File: src/rtl/vx_stream_arbiter.sv
// vx_stream_arbiter: N-way valid/ready arbiter feeding a 2-entry skid FIFO.
// Ports: clk, reset (async, active-low), valid_in/data_in/ready_in per input,
//        valid_out/data_out/sel_out toward the consumer, ready_out from it.

module VX_generic_arbiter #(
    parameter int NUM_REQS    = 4,
    parameter     TYPE        = "R",
    parameter bit LOCK_ENABLE = 1'b0,
    parameter int LOGW        = 2
) (
    input  logic                clk,
    input  logic                reset,
    input  logic [NUM_REQS-1:0] requests,
    input  logic                unlock,
    output logic [LOGW-1:0]     grant_index,
    output logic [NUM_REQS-1:0] grant_onehot
);
    logic [LOGW-1:0] ptr_q, ptr_d;
    logic            lock_q, lock_d;
    logic [LOGW-1:0] lidx_q, lidx_d;
    logic [LOGW-1:0] pick;
    logic            pick_v;
    logic            grant_valid;
    logic [LOGW-1:0] start;
    logic [LOGW:0]   sum;

    // Walk offsets from farthest to nearest so the nearest requester
    // (relative to the priority pointer) is the one left standing.
    always_comb begin
        pick   = '0;
        pick_v = 1'b0;
        start  = (TYPE == "R") ? ptr_q : '0;
        sum    = '0;
        for (int k = NUM_REQS - 1; k >= 0; k--) begin
            sum = {1'b0, start} + (LOGW+1)'(k);
            if (sum >= (LOGW+1)'(NUM_REQS)) begin
                sum = sum - (LOGW+1)'(NUM_REQS);
            end
            if (requests[sum[LOGW-1:0]]) begin
                pick   = sum[LOGW-1:0];
                pick_v = 1'b1;
            end
        end
    end

    always_comb begin
        ptr_d  = ptr_q;
        lock_d = lock_q;
        lidx_d = lidx_q;
        if (LOCK_ENABLE && lock_q) begin
            grant_index = lidx_q;
            grant_valid = 1'b1;
        end else begin
            grant_index = pick;
            grant_valid = pick_v;
        end
        if (unlock) begin
            lock_d = 1'b0;
            if (grant_index == LOGW'(NUM_REQS - 1)) begin
                ptr_d = '0;
            end else begin
                ptr_d = grant_index + 1'b1;
            end
        end else if (LOCK_ENABLE && grant_valid) begin
            // Granted but not taken: pin the grant until it fires.
            lock_d = 1'b1;
            lidx_d = grant_index;
        end
    end

    assign grant_onehot = grant_valid ? (NUM_REQS'(1) << grant_index) : '0;

    always_ff @(posedge clk or negedge reset) begin
        if (!reset) begin
            ptr_q  <= '0;
            lock_q <= 1'b0;
            lidx_q <= '0;
        end else begin
            ptr_q  <= ptr_d;
            lock_q <= lock_d;
            lidx_q <= lidx_d;
        end
    end
endmodule

module vx_stream_arbiter #(
    parameter int NUM_INPUTS  = 4,
    parameter int DATAW       = 32,
    parameter     ARBITER     = "R",
    parameter bit LOCK_ENABLE = 1'b0,
    parameter int SELW        = (NUM_INPUTS > 1) ? $clog2(NUM_INPUTS) : 1
) (
    input  logic                        clk,
    input  logic                        reset,
    input  logic [NUM_INPUTS-1:0]       valid_in,
    input  logic [NUM_INPUTS*DATAW-1:0] data_in,
    output logic [NUM_INPUTS-1:0]       ready_in,
    output logic                        valid_out,
    output logic [DATAW-1:0]            data_out,
    output logic [SELW-1:0]             sel_out,
    input  logic                        ready_out
);
    logic [NUM_INPUTS-1:0] grant_oh;
    logic [SELW-1:0]       grant_idx;
    logic [1:0]            count_q, count_d;
    logic [DATAW-1:0]      data0_q, data0_d;
    logic [DATAW-1:0]      data1_q, data1_d;
    logic [SELW-1:0]       sel0_q, sel0_d;
    logic [SELW-1:0]       sel1_q, sel1_d;
    logic                  full;
    logic                  push;
    logic                  pop;
    logic [DATAW-1:0]      push_data;

    if (NUM_INPUTS == 1) begin : g_bypass
        assign grant_oh  = 1'b1;
        assign grant_idx = '0;
    end else begin : g_arb
        VX_generic_arbiter #(
            .NUM_REQS    (NUM_INPUTS),
            .TYPE        (ARBITER),
            .LOCK_ENABLE (LOCK_ENABLE),
            .LOGW        (SELW)
        ) u_arb (
            .clk          (clk),
            .reset        (reset),
            .requests     (valid_in),
            .unlock       (push),
            .grant_index  (grant_idx),
            .grant_onehot (grant_oh)
        );
    end

    // Occupancy is registered, so ready_in never sees ready_out; gating
    // with reset keeps ready_in low while reset is held.
    assign full      = (count_q == 2'd2);
    assign ready_in  = grant_oh & {NUM_INPUTS{reset && !full}};
    assign push      = |(valid_in & ready_in);
    assign pop       = (count_q != 2'd0) && ready_out;
    assign push_data = data_in[grant_idx*DATAW +: DATAW];

    always_comb begin
        data0_d = data0_q;
        data1_d = data1_q;
        sel0_d  = sel0_q;
        sel1_d  = sel1_q;
        if (pop) begin
            data0_d = data1_q;
            sel0_d  = sel1_q;
        end
        if (push) begin
            // New item goes behind whatever survives this cycle.
            if (count_q == 2'd0 || pop) begin
                data0_d = push_data;
                sel0_d  = grant_idx;
            end else begin
                data1_d = push_data;
                sel1_d  = grant_idx;
            end
        end
        count_d = count_q + 2'(push) - 2'(pop);
    end

    always_ff @(posedge clk or negedge reset) begin
        if (!reset) begin
            count_q <= '0;
            data0_q <= '0;
            data1_q <= '0;
            sel0_q  <= '0;
            sel1_q  <= '0;
        end else begin
            count_q <= count_d;
            data0_q <= data0_d;
            data1_q <= data1_d;
            sel0_q  <= sel0_d;
            sel1_q  <= sel1_d;
        end
    end

    assign valid_out = (count_q != 2'd0);
    assign data_out  = data0_q;
    assign sel_out   = sel0_q;
endmodule

File: config.mk
export PLATFORM = sky130hd
export DESIGN_NAME = vx_stream_arbiter
export DESIGN_NICKNAME = d
export VERILOG_FILES = /design/src/rtl/vx_stream_arbiter.sv
export SDC_FILE = /design/constraint.sdc
export NUM_CORES = 1
export LEC_CHECK = 0
export BUFFER_PORTS_ARGS = -buffer_cell sky130_fd_sc_hd__buf_2
export CELL_PAD_IN_SITES_DETAIL_PLACEMENT = 1
export CELL_PAD_IN_SITES_GLOBAL_PLACEMENT = 2
export CORE_MARGIN = 2
export CORE_UTILIZATION = 35
export DETAILED_ROUTE_END_ITERATION = 7
export GPL_ROUTABILITY_DRIVEN = 1
export HOLD_SLACK_MARGIN = 0.03
export MAX_ROUTING_LAYER = met4
export PLACE_DENSITY_LB_ADDON = 0.05
export SKIP_LAST_GASP = 1
export SYNTH_ARGS = -nofsm -noshare
export SYNTH_HDL_FRONTEND = slang
export SYNTH_HIERARCHICAL = 1
export SYNTH_SLANG_ARGS = --single-unit
File: constraint.sdc
create_clock -name clk -period 5.1 [get_ports clk]
set_input_delay 1.02 -clock clk [delete_from_list [all_inputs] [get_ports clk]]
set_output_delay 1.02 -clock clk [all_outputs]
set_load 0.05 [all_outputs]
==> Word-level counts from Yosys, hierarchy flattened <==
Index checks and enable logic that the tools add are counted.
{ "totals": {"ff_bits": 72, "latchBits": 0, "mem_bits_rw": 0, "mem_bits_ro": 0, "input_bits": 135, "output_inout_bits": 39, "word_cells": 67, "n_memories": 0} }
{ "classes": {"add_sub_neg": 10, "multipliers": 0, "n_div": 0, "order_cmp": 8, "n_eq_ne": 2, "shifts": 2, "n_mux": 28, "bitwise_logic": 3, "n_reduce_logical": 8} }
{ "op_table": {"columns": ["op", "count"], "rows": [
  ["$shiftx A128 B8 Y32", 1],
  ["$mux W32", 3],
  ["$mux W2", 12],
  ["$lt A2 B3 Y1 const B", 4],
  ["$ge A3 B3 Y1 const B", 3],
  ["$and A4 B4 Y4", 2],
  ["$bmux W1 S2", 4],
  ["$mux W1", 8],
  ["$sub A2 B1 Y2 const B", 4],
  ["$add A2 B2 Y3 const B", 2],
  ["$eq A2 B2 Y1 const B", 2],
  ["$mux W4", 1],
  ["$reduce_or A4 Y1", 1],
  ["$shl A1 B2 Y4 const A", 1],
  ["$add A2 B1 Y3 const B", 1],
  ["$ge A2 B3 Y1 const B", 1],
  ["$add A2 B1 Y2", 1],
  ["$add A2 B1 Y2 const B", 1],
  ["$logic_and A1 B1 Y1", 2],
  ["$logic_not A2 Y1", 1],
  ["$reduce_and A2 Y1", 1],
  ["$reduce_bool A2 Y1", 1],
  ["$sub A2 B1 Y2", 1],
  ["$logic_not A1 Y1", 1],
  ["2 further kinds", 2]
]} }

==> Longest topological paths before layout <==
Gate-level depths: netlist of run 1.
{ "depth": {"depth_word": 16, "depth_mapped": 14, "ltp_nobuf": 14} }

==> Cells and area by module <==
Netlist of run 1, hierarchy kept.
{ "by_module_without_submodules": {"columns": ["module", "n_inst", "cells_each", "area_per_inst_um2", "seq_area_each_um2"], "rows": [
  ["vx_stream_arbiter", 1, 244, 4047.6, 1751.7],
  ["VX_generic_arbiter", 1, 27, 255.2, 50.0]
]} }

==> Worst setup path after synthesis of run 1 <==
OpenSTA, ideal clock, no wires.
{ "synth_timing": {"path_type": "input to output", "start": "in valid_in[1]", "end": "out ready_in[0]", "arrival_ns": 2.277, "required_time_ns": 4.080, "path_slack_ns": 1.803, "cell_stages": 6, "n_path_buf": 0, "cell_sequence": "or3b_1 > o221a_4 > inv_2 > ha_1 > nor2b_1 > and2_1"} }
{ "synth_between": {"elab_chain_cells": 9, "word_cells_on_any_way": 19, "classes_between": "shift: 1; mux: 17; bitwise: 1"} }
{ "synth_rtl": {"columns": ["item", "line_no", "text"], "rows": [
  ["start, declared", "95", "input logic [NUM_INPUTS-1:0] valid_in,"],
  ["$bmux W1 S2", "39", "if (requests[sum[LOGW-1:0]]) begin"],
  ["$mux W1 (implied by the code)", "39", null],
  ["$mux W2 (3 in a row)", "39", null],
  ["$mux W2 *", "39", null],
  ["net grant_idx[0]", "104", "logic [SELW-1:0] grant_idx;"],
  ["$shl A1 B2 Y4 *", "71", "assign grant_onehot = grant_valid ? (NUM_REQS'(1) << grant_index) : '0;"],
  ["$mux W4 *", "71", null],
  ["net grant_oh[0]", "103", "logic [NUM_INPUTS-1:0] grant_oh;"],
  ["$and A4 B4 Y4 *", "137", "assign ready_in = grant_oh & {NUM_INPUTS{reset && !full}};"],
  ["end, declared", "97", "output logic [NUM_INPUTS-1:0] ready_in,"]
]} }
The timed path passes the listed nets; every way through them passes the cells marked *. The select of a mux whose other input is x is not followed.

==> Final worst setup path of run 1 <==
{ "layout_timing": {"start": "in valid_in[0]", "end": "out ready_in[3]"} }
Same word-level chain as after synthesis.

==> results of run 1 <==
-- cell type report --
type,instances,area [µm²]
well taps,147,183.9
clock inverters,7,48.80
clock buffers,9,225.2
fillers,1282,6529
flip-flops and latches,72,1802
multi-input cells,173,2295
repair buffers,177,898.4
inverters,8,30.03
-- cells by family after synthesis --
kind of cell / after synthesis / share of synthesized area, %
flops: 72 / 41.87
mux: 135 / 45.51
fa+ha+maj: 6 / 1.745
compound gates: 13 / 2.908
simple gates: 17 / 2.501
xor+xnor: 2 / 0.4072
buf+inv: 26 / 5.060
-- placed cells by master (no fill, tap or decap), drive strengths merged, types with 2 or more instances in the layout --
master    count
clkbuf        9
a21boi        2
ha            6
a21oi         3
dfrtp        72
mux4         32
inv           8
and2          5
nand2         3
clkinv        3
xnor2         2
clkinvlp      4
nor2b         4
nor2          2
a22oi         2
buf         177
mux2        102
-- power by group through the flow --
stage          logic (µW)  registers, µW  clock network, µW
2_1_floorplan        1010           1470                  0
3_3_place_gp         1810           1010                  0
3_5_place_dp         1850           1030                  0
4_1_cts              1850           1020                590
5_1_grt              1960           1060                617
6_report             1820           1010                566
-- state kept, by name, indices dropped and copies added, names as in the netlist --
signal / cells
data1_q: 32
data_out: 32
count_q: 2
g_arb.u_arb/ptr_q: 2
sel1_q: 2
sel_out: 2
-- synthesized netlist by cell type, drive strengths merged --
master / count / area share (%)
a21boi: 2 / 0.44
a21oi: 3 / 0.35
a22oi: 2 / 0.35
and2: 5 / 0.73
and4b: 1 / 0.23
buf: 16 / 3.8
dfrtp: 72 / 42
dlymetal6s2s: 2 / 0.58
ha: 6 / 1.7
inv: 8 / 0.70
mux2: 102 / 27
mux2i: 1 / 0.23
mux4: 32 / 19
nand2: 3 / 0.44
nor2: 2 / 0.17
nor2b: 4 / 0.58
nor4: 1 / 0.15
o211ai: 1 / 0.29
o21a: 1 / 0.17
o221a: 1 / 0.47
o22a: 1 / 0.20
o22ai: 1 / 0.15
o31ai: 1 / 0.49
or3b: 1 / 0.20
xnor2: 2 / 0.41
-- metrics by stage --
step / worst slack (ns) / total power [µW] / instances / cell area, µm²
after floorplan: 1.803 / 2480 / 271 / 4303
after global placement: 1.056 / 2820 / 577 / 5209
after detailed placement: 0.9995 / 2875 / 577 / 5209
after CTS: 1.276 / 3461 / 593 / 5483
after global routing: 1.115 / 3633 / 593 / 5483
final: 1.320 / 3393 / 593 / 5483
-- routing by layer --
layer | track usage [%] | routed length, µm | share of wire (%) | up-vias
met2 | 27.49 | 5134 | 50 | 103
li1 | - | - | - | 1390
met1 | 19.43 | 4349 | 43 | 1519
met5 | - | 0 | 0 | -
met3 | 4.112 | 652 | 6.4 | 6
met4 | 4.337 | 92 | 0.90 | 0
-- how the worst max path moves through the flow --
stage,startpoint,to,slack (ns)
finish,valid_in[0],ready_in[3],1.32
global route,valid_in[0],data1_q[4]$_DFFE_PN0P_,1.12
CTS,valid_in[0],ready_in[3],1.28
detailed placement,valid_in[0],data1_q[10]$_DFFE_PN0P_,1.0
global placement,valid_in[0],data1_q[18]$_DFFE_PN0P_,1.06
floorplan,valid_in[1],ready_in[0],1.80
==> results by group, run 1 <==
Synth
  • Mapped cell area: 4303 µm²
  • Mapped Cells: 271
  • Sequential fraction of the synthesis area: 41.87%
  • Register bit count reported by yosys: 72
  • Syn avg cell area: 15.88 µm²
  • Syn Nets: 412
  • Synth cell types: 32
  • YS warnings: 6

Power and ir drop
  • Power Density: 618.9 nW/µm²
  • Gate power share: 53.5%
  • VDD IR-drop max: 0.2550 mV
  • Sequential share of power: 29.8%
  • Sw power: 1432 µW
  • Pleak: 0.002608 µW
  • P_int: 1961 µW
  • Switching part of the total: 42.20%
  • Clock network power share: 16.7%

Route
  • Antenna viol nets, final: 0
  • Wire length per cell: 17.25 µm
  • Final wirelength: 10.23 mm
  • DRC Markers: 0
  • Number of vias per cell: 5.089
  • Starting DRT DRC Count: 38
  • First-pass iteration count of the detailed router: 3
  • Vias after detailed routing: 3018

Timing
  • Worst-margin pin slew: 0.9345 ns
  • RSZ-0062 raised after global routing: no
  • FMAX: 0.2645 GHz
  • Clock Skew: 0.006251 ns
  • Max-slew violation count: 0
  • Fin Setup TNS: 0 ns
  • Tcrit/Tclk final: 74.12%
  • Final Hold Vio Count: 0
  • WHS: 0.4979 ns
  • Relative slew slack: 37.70%
  • Setup violators final: 0
  • Final min period: 3.780 ns

Place
  • Gpl congestion: 0.7104
  • HPWL after DPL: 7.486 mm
  • Buffers on Ports: 173

Setup path
  • CP cell instances: buf_2, a21oi_1, o21a_1, o22a_2, ha_1, nor2b_1, and2_1, buf_2
  • R2R Path End: data1_q[10]$_DFFE_PN0P_
  • Setup crit end kind: primary output
  • Reg2reg start: g_arb.u_arb/ptr_q[1]$_DFFE_PN0P_
  • Worst path top cell family by delay: compound AO/OA/AOI/OAI gates
  • Startpoint types: primary input
  • R2r setup slk: 1.74 ns
  • Max Fanout on Critical Path: 18
  • CP bufs+invs: 2
  • Critical path data required time: 4.08 ns
  • Critical path's largest stage delay: 0.44 ns
  • CP Depth: 8
  • Worst EP arrival: 2.76 ns
  • Slowest CP cell: o22a_2
  • R2R cell count: 8
  • Setup CP Type: primary input to primary output
  • Most frequent CP cell: buf_2

Floorplan
  • Die Y: 114.9 µm
  • Core Region: 12010 µm²
  • Initial Util: 35.82%
  • Io pins: 174
  • Row count: 40
  • Die Area: 13200 µm²
  • Die width: 114.9 µm

Global route
  • GRT Residual Overflow: 0
  • First-pass GRT wire length: 16.01 mm
  • Tot GR Track Use: 16.28%
  • Initial antenna violation count: 0
  • Vias in the first global route: 3219
  • Largest net degree at the start of global routing: 74

Min path
  • Hold endpoint: data1_q[5]$_DFFE_PN0P_
  • Worst Hold Class: register to register
  • Hold depth: 1
  • Worst Hold Launch: data1_q[5]$_DFFE_PN0P_

Clock network
  • Cts hold-fix bufs: 0
  • CTS tree: done
  • Clk pin slew, worst setup/hold paths: 0.05 ns
  • Clock root cell: clkbuf_16
  • Clock Tree Buf Depth: 2
  • # Post-CTS Setup Buffers: 0
  • Clock Sinks: 72
  • Post_cts resized: 0
  • H-tree depth: 3
  • CTS Buf Count: 9
  • Clock Latency Late Sink: 0.33 ns

Finish
  • Layout Utilization: 45.65%
  • Layout area overhead: 27.42%
  • Nets: 582
  • Layout cells sized above 1: 63.90%
  • # diodes: 0

Run
  • Max_cap viols: 0

Status
  • Status: completed
Power figures use the tool's default switching activity.
==> run 2, diff against run 1 <==
--- a/config.mk
+++ b/config.mk
@@ -9,7 +9,7 @@
 export CELL_PAD_IN_SITES_DETAIL_PLACEMENT = 1
 export CELL_PAD_IN_SITES_GLOBAL_PLACEMENT = 2
 export CORE_MARGIN = 2
-export CORE_UTILIZATION = 35
+export CORE_UTILIZATION = 32
 export DETAILED_ROUTE_END_ITERATION = 7
 export GPL_ROUTABILITY_DRIVEN = 1
 export HOLD_SLACK_MARGIN = 0.03
==> constraint.sdc (replaced) <==
create_clock -name clk -period 3.65 [get_ports clk]
set_input_delay 0.73 -clock clk [delete_from_list [all_inputs] [get_ports clk]]
set_output_delay 0.73 -clock clk [all_outputs]
set_load 0.05 [all_outputs]
==> run 2 against run 1 <==
Die area rose by 9.0%. Sequential cell count did not move. Non-clock buffer count rose by 4. Highest routed layer unchanged. Count of clock-buffer cells in the layout did not move. Critical path depth fell by 1. Critical endpoint unchanged.
==> results by group, run 2 (synthesized netlist as in run 1, its figures left out) <==
Timing
  • Tcrit/Tclk final: 79.00%
  • Final min period: 2.884 ns
  • Setup violators final: 0 (unchanged)
  • Final Hold Vio Count: 0 (unchanged)
  • Max-slew violation count: 0 (unchanged)
  • Relative slew slack: 38.51% (was 37.70%)
  • Worst-margin pin slew: 0.9223 ns (was 0.9345 ns)
  • RSZ-0062 raised after global routing: no (unchanged)
  • Clock Skew: 0.004939 ns (was 0.006251 ns)
  • FMAX: 0.3468 GHz
  • Fin Setup TNS: 0 ns (unchanged)
  • WHS: 0.4978 ns (was 0.4979 ns)

Clock network
  • Cts hold-fix bufs: 0 (unchanged)
  • Post_cts resized: 0 (unchanged)
  • Clock Latency Late Sink: 0.32 ns (was 0.33 ns)
  • CTS tree: done (unchanged)
  • CTS Buf Count: 9 (unchanged)
  • # Post-CTS Setup Buffers: 0 (unchanged)
  • Clock Sinks: 72 (unchanged)
  • H-tree depth: 3 (unchanged)
  • Clock Tree Buf Depth: 2 (unchanged)
  • Clk pin slew, worst setup/hold paths: 0.05 ns (about the same)
  • Clock root cell: clkbuf_16 (unchanged)

Setup path
  • R2r setup slk: 0.84 ns (was 1.74 ns)
  • Startpoint types: primary input (unchanged)
  • Max Fanout on Critical Path: 6 (was 18)
  • Worst EP arrival: 2.15 ns (was 2.76 ns)
  • Setup CP Type: primary input to primary output (unchanged)
  • Critical path data required time: 2.92 ns (was 4.08 ns)
  • Setup crit end kind: primary output (unchanged)

Status
  • Status: completed (unchanged)

Floorplan
  • Die Y: 120.0 µm (was 114.9 µm)
  • Die width: 120.0 µm (was 114.9 µm)
  • Row count: 42 (was 40)
  • Io pins: 174 (unchanged)
  • Core Region: 13190 µm² (was 12010 µm²)
  • Initial Util: 32.62% (was 35.82%)
  • Die Area: 14390 µm² (was 13200 µm²)

Finish
  • Non-Filler Instances: 624 (was 593)
  • Commonest non-fill, non-tap cell in the layout: buf_2 (unchanged)
  • Layout cells sized above 1: 64.06% (was 63.90%)
  • Nets: 586 (was 582)
  • Layout Utilization: 42.17% (was 45.65%)
  • Multi-input logic area: 2295 µm² (unchanged)
  • Register area: 1802 µm² (unchanged)
  • Most frequent cells in the layout: buf_2, mux2_2, dfrtp_1 (unchanged)
  • Layout area overhead: 29.28% (was 27.42%)
  • Fillers: 1425 (was 1282)
  • # diodes: 0 (unchanged)

Min path
  • Worst Hold Class: register to register (unchanged)

Power and ir drop
  • Pleak: 0.002652 µW (was 0.002608 µW)
  • Power Density: 864.7 nW/µm² (was 618.9 nW/µm²)
  • VDD IR-drop max: 0.2690 mV (was 0.2550 mV)
  • Final Power: 4810 µW (was 3393 µW)

Route
  • Final wirelength: 10.22 mm (was 10.23 mm)
  • Vias after detailed routing: 3034 (was 3018)
  • Wire length per cell: 16.38 µm (was 17.25 µm)
  • Starting DRT DRC Count: 73 (was 38)
  • First-pass iteration count of the detailed router: 4 (was 3)
  • Antenna viol nets, final: 0 (unchanged)
  • Number of vias per cell: 4.862 (was 5.089)
  • DRC Markers: 0 (unchanged)

Global route
  • GRT Residual Overflow: 0 (unchanged)
  • First-pass GRT wire length: 16.38 mm (was 16.01 mm)
  • Tot GR Track Use: 15.03% (was 16.28%)
  • Vias in the first global route: 3251 (was 3219)
  • Largest net degree at the start of global routing: 73 (was 74)
  • Initial antenna violation count: 0 (unchanged)

Place
  • Gpl congestion: 0.7348 (was 0.7104)
  • HPWL after DPL: 7.607 mm (was 7.486 mm)
  • Buffers on Ports: 173 (unchanged)
  • Placed insts: 610 (was 577)

Run
  • Max_cap viols: 0 (unchanged)
run 2: changes by cell type in the layout (fill, tap and decap cells not counted), sizes merged:
cell      previous run  this run
clkinvlp             4         0
bufinv               0         1
clkinv               3         4
buf                177       181
run 2: worst paths after layout:
path                       depth (start not counted)                             start                       to
min reg2reg                                        1            data1_q[5]$_DFFE_PN0P_   data1_q[5]$_DFFE_PN0P_
min in group asynchronous                          2                             reset  data1_q[23]$_DFFE_PN0P_
max                                                7                       valid_in[1]              ready_in[3]
min                                                1            data1_q[5]$_DFFE_PN0P_   data1_q[5]$_DFFE_PN0P_
max in group asynchronous                          2                             reset   data1_q[9]$_DFFE_PN0P_
max reg2reg                                       13  g_arb.u_arb/ptr_q[1]$_DFFE_PN0P_     count_q[1]$_DFF_PN0_
run 2: layout make-up:
cell class,instances,share of cell area (%)
clock buffer,9,4.049
sequential,72,32.39
clock inverter,5,0.8997
tap,176,3.959
multi-input combinational,173,41.25
inverter,8,0.5398
timing repair buffer,181,16.91
run 2: critical path: stages:
cell and delay (ns):
buf_2 0.13, or3b_1 0.36, o221a_4 0.15, ha_1 0.24, nor2b_1 0.15, and2_1 0.18
buf_2 0.21
run 2: metal layers:
metal / track usage (%) / wire length [µm] / vias up
li1: - / - / 1405
met3: 3.327 / 536 / 10
met2: 25.60 / 5219 / 96
met5: - / 0 / -
met1: 17.86 / 4351 / 1523
met4: 4.412 / 116 / 0
run 2: stage by stage:
step / area (µm²) / setup WS (ns)
after floorplan: 4303 / 0.8185
after global placement: 5288 / 0.5387
after detailed placement: 5288 / 0.4800
after CTS: 5563 / 0.7524
after global routing: 5563 / 0.5428
final: 5563 / 0.7664
run 2: power breakdown:
part	leakage, µW	internal [µW]	switching [µW]
combinational	0.00164	1090	1480
clock	0.000141	516	310
sequential	0.000869	1210	196
==> run 3, diff against run 2 <==
==> constraint.sdc (replaced) <==
create_clock -name clk -period 2.8 [get_ports clk]
set_input_delay 0.56 -clock clk [delete_from_list [all_inputs] [get_ports clk]]
set_output_delay 0.56 -clock clk [all_outputs]
set_load 0.05 [all_outputs]
==> run 3 against run 2 <==
Die area stayed put. Clock skew hardly changed. Non-clock buffer count is 12 higher. Via count is 3.1% higher. Core utilization is 1.1 points higher. Clock power is 38% higher.
==> results by group, run 3 (synthesized netlist as in run 1, its figures left out) <==
Finish
  • Layout area overhead: 32.60% (was 29.28%)
  • Layout cells sized above 1: 65.37% (was 64.06%)
  • Nets: 598 (was 586)
  • # diodes: 0 (unchanged)
  • Non-Filler Instances: 638 (was 624)
  • Commonest non-fill, non-tap cell in the layout: buf_2 (unchanged)
  • Most frequent cells in the layout: buf_2, mux2_2, dfrtp_1 (unchanged)

Power and ir drop
  • VDD IR-drop max: 0.3308 mV (was 0.2690 mV)
  • Pleak: 0.002724 µW (was 0.002652 µW)
  • Final Power: 6406 µW (was 4810 µW)
  • Clock network power share: 17.7% (was 17.2%)
  • Power Density: 1123 nW/µm² (was 864.7 nW/µm²)
  • Gate power share: 53.7% (was 53.6%)
  • Sw power: 2619 µW (was 1990 µW)
  • Sequential share of power: 28.6% (was 29.2%)
  • P_int: 3787 µW (was 2820 µW)
  • Switching part of the total: 40.88% (was 41.37%)

Timing
  • Relative slew slack: 36.94% (was 38.51%)
  • Worst-margin pin slew: 0.9459 ns (was 0.9223 ns)
  • Final min period: 2.616 ns
  • Tcrit/Tclk final: 93.43%
  • Setup violators final: 0 (unchanged)
  • WHS: 0.4774 ns (was 0.4978 ns)
  • FMAX: 0.3823 GHz
  • Final Hold Vio Count: 0 (unchanged)
  • RSZ-0062 raised after global routing: no (unchanged)
  • Clock Skew: 0.005223 ns (was 0.004939 ns)
  • Max-slew violation count: 0 (unchanged)

Setup path
  • Max Fanout on Critical Path: 6 (unchanged)
  • Worst path top cell family by delay: simple AND/OR/NAND/NOR gates (unchanged)
  • Critical path data required time: 2.24 ns (was 2.92 ns)
  • Worst EP arrival: 2.06 ns (was 2.15 ns)
  • Startpoint types: register (was primary input)
  • Beginning of the critical path: g_arb.u_arb/ptr_q[1]$_DFFE_PN0P_ (was valid_in[1])
  • R2r setup slk: 0.19 ns (was 0.84 ns)
  • Slowest CP cell: dfrtp_2 (was or3b_1)
  • Setup crit end kind: primary output (unchanged)
  • Critical path's largest stage delay: 0.44 ns (was 0.36 ns)
  • R2R cell count: 11 (was 13)
  • Reg2reg start: g_arb.u_arb/ptr_q[1]$_DFFE_PN0P_ (unchanged)
  • Setup CP Type: register to primary output (was primary input to primary output)
  • CP bufs+invs: 2 (unchanged)
  • R2R Path End: data_out[20]$_DFF_PN0_ (was count_q[1]$_DFF_PN0_)
  • CP cell instances: or3b_1, o221a_4, inv_2, ha_1, nor2b_1, and2_1, buf_2 (was buf_2, or3b_1, o221a_4, ha_1, nor2b_1, and2_1, buf_2)

Global route
  • First-pass GRT wire length: 16.62 mm (was 16.38 mm)
  • GRT Residual Overflow: 0 (unchanged)
  • Vias in the first global route: 3275 (was 3251)
  • Initial antenna violation count: 0 (unchanged)
  • Tot GR Track Use: 15.41% (was 15.03%)
  • Largest net degree at the start of global routing: 73 (unchanged)

Clock network
  • Clock Latency Late Sink: 0.33 ns (was 0.32 ns)
  • CTS Buf Count: 9 (unchanged)
  • H-tree depth: 3 (unchanged)
  • Clock Sinks: 72 (unchanged)
  • Clock Tree Buf Depth: 2 (unchanged)
  • CTS tree: done (unchanged)
  • Clock root cell: clkbuf_16 (unchanged)
  • Clk pin slew, worst setup/hold paths: 0.06 ns (was 0.05 ns)

Floorplan
  • Die Y: 120.0 µm (unchanged)
  • Io pins: 174 (unchanged)
  • Die Area: 14390 µm² (unchanged)
  • Initial Util: 32.62% (unchanged)
  • Row count: 42 (unchanged)
  • Die width: 120.0 µm (unchanged)
  • Core Region: 13190 µm² (unchanged)

Route
  • Wire length per cell: 16.18 µm (was 16.38 µm)
  • Starting DRT DRC Count: 69 (was 73)
  • Final wirelength: 10.32 mm (was 10.22 mm)
  • Antenna viol nets, final: 0 (unchanged)
  • First-pass iteration count of the detailed router: 4 (unchanged)
  • Vias after detailed routing: 3129 (was 3034)
  • DRC Markers: 0 (unchanged)
  • Number of vias per cell: 4.904 (was 4.862)

Place
  • Buffers on Ports: 173 (unchanged)
  • Placed insts: 620 (was 610)
  • HPWL after DPL: 7.839 mm (was 7.607 mm)
  • Gpl congestion: 0.7179 (was 0.7348)

Status
  • Status: completed (unchanged)

Run
  • Max_cap viols: 0 (unchanged)

Min path
  • Worst Hold Class: primary input to async pin (was register to register)
[run 3: changes by cell type in the layout (fill, tap and decap cells not counted), sizes merged]
cell | before | now
buf | 181 | 193
clkbuf | 9 | 11
clkinvlp | 0 | 1
clkinv | 4 | 3
[run 3: routing by layer]
metal	vias to the layer above	global-route usage, %	wire [µm]
met5	-	-	0
met4	0	4.191	73
met3	6	4.753	694
met1	1583	17.16	4114
li1	1434	-	-
met2	106	26.74	5439
[run 3: per-stage QoR]
stage	area, µm²	setup slack (ns)	setup TNS (ns)	util [%]
after global placement	5388	0.04003	0	40.85
after CTS	5687	0.1188	0	43.11
after detailed placement	5388	-0.04174	-0.04174	40.85
after floorplan	4303	0.1385	0	-
final	5705	0.1840	0	43.26
after global routing	5705	0.008736	0	43.26
[run 3: power by group through the flow]
stage | clock network, µW | registers [µW] | logic (µW)
global route | 1230 | 1920 | 3710
floorplan | 0 | 2670 | 1850
CTS | 1180 | 1840 | 3490
detailed placement | 0 | 1860 | 3490
global placement | 0 | 1830 | 3420
finish | 1140 | 1830 | 3440
[run 3: worst reg2reg max path, cell delays in order, from the launching register on]
cell,delay (ns)
dfrtp_2,0.44
or3b_1,0.40
o221a_4,0.15
ha_1,0.21
nor2b_1,0.14
a22oi_1,0.14
nand2_1,0.08
buf_4,0.14
buf_4,0.13
o211ai_4,0.11
buf_12,0.21
mux2_2,0.36
[run 3: cell type report]
cell class,instances,area [µm²]
clock buffer,11,242.7
clock inverter,5,56.30
fill,1419,7485
inverter,8,30.03
multi-input combinational,173,2297
sequential,72,1803
tap,176,220.2
timing repair buffer,193,1056
[run 3: worst max-delay path by stage]
stage	end	slack, ns	depth (start not counted)
floorplan	count_q[1]$_DFF_PN0_	0.14	13
global placement	count_q[1]$_DFF_PN0_	0.04	15
detailed placement	count_q[1]$_DFF_PN0_	-0.04	15
CTS	ready_in[0]	0.12	7
global route	data_out[20]$_DFF_PN0_	0.009	11
finish	ready_in[2]	0.18	7
[run 3: repair_timing]
| item | in CTS | in global routing |
|---|---|---|
| hold buffers | 0 | 0 |
| endpoints found under the setup margin | 0 | 3 |
| gates resized for setup | 0 | 2 |
| setup buffers | 0 | 2 |
